<file path="src/rtl/reg_sequencer.sv">
// Multi-cycle instruction sequencer for the 4x8 register file and its ALU.
// Outputs are registered from the next state, so every strobe lines up with its state.
module reg_sequencer #(
    parameter int ALU_TIMEOUT = 15
) (
    input  logic       clk,
    input  logic       reset,
    input  logic       instr_valid,
    input  logic [7:0] instr,
    output logic       instr_ready,
    input  logic       alu_done,
    output logic       alu_go,
    output logic [3:0] alu_op,
    output logic [1:0] r1,
    output logic [1:0] r2,
    output logic [5:0] immediate,
    output logic       reg_r_en,
    output logic       reg_readx_en,
    output logic       reg_ready_en,
    output logic       reg_w_en,
    output logic       reg_hi_en,
    output logic       reg_lo_en,
    output logic       reg_swap_en,
    output logic       busy,
    output logic       illegal,
    output logic       timeout
);

    typedef enum logic [2:0] {
        IDLE, IMM, LOADI, READ, EXEC, WB, MOVE, ERR
    } state_t;

    localparam logic [3:0] OP_MOV  = 4'h8;
    localparam logic [3:0] OP_LDHI = 4'h9;
    localparam logic [3:0] OP_LDLO = 4'hA;
    localparam logic [3:0] OP_UN   = 4'hB;
    localparam logic [3:0] OP_CMP  = 4'hC;
    localparam logic [3:0] OP_NOP  = 4'hF;

    state_t     state;
    state_t     nxt;
    logic [7:0] wait_cnt;
    logic [3:0] imm;
    logic       transfer;

    assign transfer  = instr_valid & instr_ready;
    assign immediate = {2'b00, imm};

    always_comb begin
        nxt = state;
        case (state)
            IDLE: begin
                if (transfer) begin
                    case (instr[7:4])
                        OP_MOV:           nxt = MOVE;
                        OP_LDHI, OP_LDLO: nxt = IMM;
                        OP_UN, OP_CMP:    nxt = READ;
                        OP_NOP:           nxt = IDLE;
                        4'hD, 4'hE:       nxt = ERR;
                        default:          nxt = READ;
                    endcase
                end
            end
            IMM:   nxt = transfer ? LOADI : IMM;
            READ:  nxt = EXEC;
            EXEC: begin
                // A done on the final allowed cycle still wins over the abort.
                if (alu_done)
                    nxt = (alu_op == OP_CMP) ? IDLE : WB;
                else if (int'(wait_cnt) + 1 >= ALU_TIMEOUT)
                    nxt = ERR;
            end
            default: nxt = IDLE;
        endcase
    end

    always_ff @(posedge clk) begin
        if (reset) begin
            state        <= IDLE;
            wait_cnt     <= '0;
            imm          <= '0;
            alu_op       <= '0;
            r1           <= '0;
            r2           <= '0;
            instr_ready  <= 1'b1;
            busy         <= 1'b0;
            alu_go       <= 1'b0;
            reg_r_en     <= 1'b0;
            reg_readx_en <= 1'b0;
            reg_ready_en <= 1'b0;
            reg_w_en     <= 1'b0;
            reg_hi_en    <= 1'b0;
            reg_lo_en    <= 1'b0;
            reg_swap_en  <= 1'b0;
            illegal      <= 1'b0;
            timeout      <= 1'b0;
        end else begin
            state <= nxt;

            if (state == IDLE && transfer) begin
                alu_op <= instr[7:4];
                r1     <= instr[3:2];
                r2     <= instr[1:0];
            end
            if (state == IMM && transfer)
                imm <= instr[3:0];

            wait_cnt <= (state == EXEC) ? wait_cnt + 8'd1 : 8'd0;

            // Strobes for the cycle we are about to enter.
            instr_ready  <= (nxt == IDLE) || (nxt == IMM);
            busy         <= (nxt != IDLE);
            alu_go       <= (nxt == EXEC) && (state == READ);
            reg_r_en     <= (nxt == READ);
            reg_readx_en <= (nxt == READ);
            reg_ready_en <= (nxt == READ) && (instr[7:4] != OP_UN);
            reg_w_en     <= (nxt == WB);
            reg_hi_en    <= (nxt == LOADI) && (alu_op == OP_LDHI);
            reg_lo_en    <= (nxt == LOADI) && (alu_op != OP_LDHI);
            reg_swap_en  <= (nxt == MOVE);
            illegal      <= (nxt == ERR) && (state == IDLE);
            timeout      <= (nxt == ERR) && (state == EXEC);
        end
    end

endmodule

</file>
<file path="config.mk">
export PLATFORM = sky130hd
export DESIGN_NAME = reg_sequencer
export DESIGN_NICKNAME = d
export VERILOG_FILES = /design/src/rtl/reg_sequencer.sv
export SDC_FILE = /design/constraint.sdc
export NUM_CORES = 1
export LEC_CHECK = 0
export CAP_MARGIN = 20
export CORE_UTILIZATION = 54
export CTS_BUF_LIST = sky130_fd_sc_hd__clkbuf_4 sky130_fd_sc_hd__clkbuf_8
export DETAILED_ROUTE_END_ITERATION = 8
export GPL_ROUTABILITY_DRIVEN = 0
export PLACE_DENSITY_LB_ADDON = 0.3
export SLEW_MARGIN = 10
export SYNTH_ARGS = -nofsm -noshare
export SYNTH_HDL_FRONTEND = slang
export SYNTH_SLANG_ARGS = --single-unit
</file>
<file path="constraint.sdc">
create_clock -name clk -period 4.6 [get_ports clk]
set_input_delay 0.46 -clock clk [delete_from_list [all_inputs] [get_ports clk]]
set_output_delay 0.46 -clock clk [all_outputs]
set_load 0.03 [all_outputs]
</file>
==> summary.txt <==
Status
  – Outcome: finished, final reports clean

Worst setup path
  – Top Family by Delay on Critical Path: compound AO/OA/AOI/OAI gates
  – CP Launch Type: input pin
  – Critical Path End Type: flip-flop
  – Max incr delay on CP: ~650 ps
  – Crit path max fanout: 4
  – Critical path buffers and inverters: 2
  – Worst Setup Path Type: input pin to flip-flop
  – Crit path DAT: 2620 ps
  – Critical Path, Cell by Cell: clkdlybuf4s50_1 > inv_1 > ha_1 > nand2b_1 > a21boi_1 > a2111oi_1 > o21ai_2 > nor4_2
  – Data required, critical path: between 4000 and 5000 ps
  – Critical-path top delay cell: a2111oi_1

Finish
  – Commonest non-fill, non-tap cell in the layout: clkdlybuf4s50_1
  – ANT cells: 0
  – Nets: 228
  – Most frequent cells in the layout: clkdlybuf4s50_1 (35), dfxtp_1 (34), nand2_1 (33)
  – Area growth from synthesis to layout: 24.5%
  – Fillers: 218
  – Footprint of the multi-input gates: 791 um^2
  – Share of cells above drive strength 1: 8.02%
  – Post-Layout Cell Count: 243
  – Register area: 681 um^2

Detailed routing
  – Antenna-violating nets left: 0
  – Via/cell ratio: 5.56
  – Drt first-iter violations: 26
  – Wirelength per Cell: ~15 um
  – Drt first pass iters: 4
  – Wirelength, routed: 3.55 mm
  – Residual DRC: 0
  – Via count: 1351

Logic synthesis
  – Flops & latches, synth: 34
  – Synthesized cell area: 1560 um^2
  – Sequential element share of the synthesized area: 43.6%
  – Syn. warnings: 0
  – Ys flop type: dfxtp_1
  – Syn Area/Cell: 8.72 um^2
  – Post-synth EDFFs: 0
  – Yosys cell types: 44
  – Synth async-reset ratio: 0%
  – Syn Inst Count: 179

STA
  – Period utilisation layout: 51.3%
  – Rel. slew slack: 51.7%
  – Slew Limit Fails: 0
  – Fin Hold WS: 464 ps
  – Setup TNS: 0 ps
  – Final critical-path required period: between 2000 and 2500 ps
  – Fin. Hold Viols: 0
  – Clk_skew: 8.35 ps
  – Fmax: roughly 420 MHz
  – Endpoints failing setup: 0
  – PnR worst setup slack: between 2000 and 2500 ps
  – RSZ-0062 raised after global routing: false
  – Tightest Pin Transition: 722 ps

Clocking
  – Hold_buf cts: 0
  – CTS Buf Count: 5
  – Postcts setup bufs: 0
  – # clock sinks: 34
  – CTS max path bufs: 2
  – Clk slew on worst S/H paths: 100 ps
  – Clock latency on the worst-skew pair: 350 ps
  – Post_cts resized: 0
  – CTS tree: built
  – Root Driver: clkbuf_4
  – H-tree levels: 2

Worst hold path
  – Hold Crit Class: flip-flop to flip-flop

Global routing
  – Initial antenna violation count: 0
  – Largest net degree at the start of global routing: 21
  – Total gr overflow: 0
  – Gr usage total: 25.4%
  – Vias in the first global route: 1357
  – First-pass GRT wire length: 6.02 mm

Floorplan
  – Core area: 2760 um^2
  – Std cell rows: 19
  – I/O pins: 38
  – Die H: 55.8 um
  – Initial Util: a little under three fifths
  – Die width: 55.8 um
  – DIE AREA: 3110 um^2

Placed design
  – Port bufs: 35
  – Placed insts: 235
  – HPWL Detailed: 2.62 mm
  – Place WS: 1900 ps

Flow run
  – Max_cap viols: 0

Pwr
  – Sw Share: 32.1%
  – Pwr Total: 0.000675 W
  – Logic pwr share: 24.0%
  – Leakage: 0.726 nW
  – Maximum VDD drop: 0.000276 V
  – Clock Power Share: 26.9%
  – Part of the power in registers: 49.1%
  – PD cells: 347 nW/um^2
  – Internal: 0.000458 W
  – Switch Pwr: 0.000216 W
==> power by group through the flow <==
| stage | sequential [W] | combinational (W) | clock (W) |
|---|---|---|---|
| 2_1_floorplan | 0.000357 | 0.0000908 | 0 |
| 3_3_place_gp | 0.000336 | 0.000159 | 0 |
| 3_5_place_dp | 0.000337 | 0.000161 | 0 |
| 4_1_cts | 0.000331 | 0.000163 | 0.000181 |
| 5_1_grt | 0.000334 | 0.000174 | 0.000192 |
| 6_report | 0.000331 | 0.000162 | 0.000181 |
==> kinds of logic (layout without fill, tap and decap cells) <==
kind of cell / count (synthesis) / count (layout) / synth area share (%)
other: 1 / 2 / 0.240
AO/OA/AOI/OAI: 35 / 35 / 15.7
AND/OR/NAND/NOR: 82 / 82 / 27.1
buffers and inverters: 16 / 48 / 5.93
XOR/XNOR: 6 / 6 / 3.37
adder cells (fa/ha/maj): 5 / 5 / 4.01
flip-flops: 34 / 34 / 43.6
==> cells in the mapped netlist (2+ instances only) <==
library cell / instances / area share, %
buf_4: 4 / 1.9
o21ai_4: 2 / 2.1
nand2_1: 33 / 7.9
xnor2_1: 4 / 2.2
clkbuf_1: 3 / 0.72
nor3_1: 7 / 2.2
and3_1: 4 / 1.6
a21oi_1: 15 / 4.8
ha_1: 5 / 4.0
nand3b_1: 2 / 0.96
nand3_1: 4 / 1.3
nor2b_1: 2 / 0.80
nor2_1: 14 / 3.4
buf_6: 2 / 1.4
and2_1: 2 / 0.80
o21ai_2: 2 / 1.1
inv_1: 5 / 1.2
dfxtp_1: 34 / 44
o21ai_0: 3 / 0.96
a31oi_1: 2 / 0.80
nor3b_1: 3 / 1.4
buf_2: 2 / 0.64
xor2_1: 2 / 1.1
nand2b_1: 3 / 1.2
==> routing by layer <==
layer / wire length [um] / global-route usage (%) / vias to the layer above
met3: 189 / 6.51 / 11
met1: 1470 / 27.8 / 626
met4: 93 / 12.9 / 0
met2: 1800 / 44.9 / 42
li1: - / - / 672
met5: 0 / 0 / -
==> final timing paths <==
check / startpoint / slack (ps) / cells past startpoint / endpoint
setup / recovery: instr[4] / 2240 / 8 / reg_ready_en
hold / removal: imm[2] / 460 / 2 / imm[2]
setup reg to reg: wait_cnt[0] / 2410 / 7 / reg_readx_en
hold reg to reg: imm[2] / 460 / 2 / imm[2]
==> final cells by class <==
cell class              count  share of cell area [%]
clock buffers               7                    3.03
inverters                   5                   0.966
clock inverters             1                   0.258
repair buffers             35                    18.0
multi-input cells         130                    40.7
well taps                  31                    2.00
flip-flops and latches     34                    35.0
==> sequential cells by signal (all words and copies together) (netlist names), 2 cells and up <==
name and count:
r2 2, r1 2, wait_cnt 8, alu_op 4
imm 4, state 3
==> tightest hold or removal path, stage by stage (launching register included) <==
cell,delay [ps]
dfxtp_1,320
nand2_1,50
a21oi_1,50
==> per-stage QoR <==
| step | utilization, % | instance area, um^2 |
|---|---|---|
| finish | 70.5 | 1940 |
| global route | 70.5 | 1940 |
| CTS | 70.5 | 1940 |
| detailed placement | 68.1 | 1880 |
| global placement | 68.1 | 1880 |
| floorplan | - | 1560 |
(Power assumes the default switching activity.)
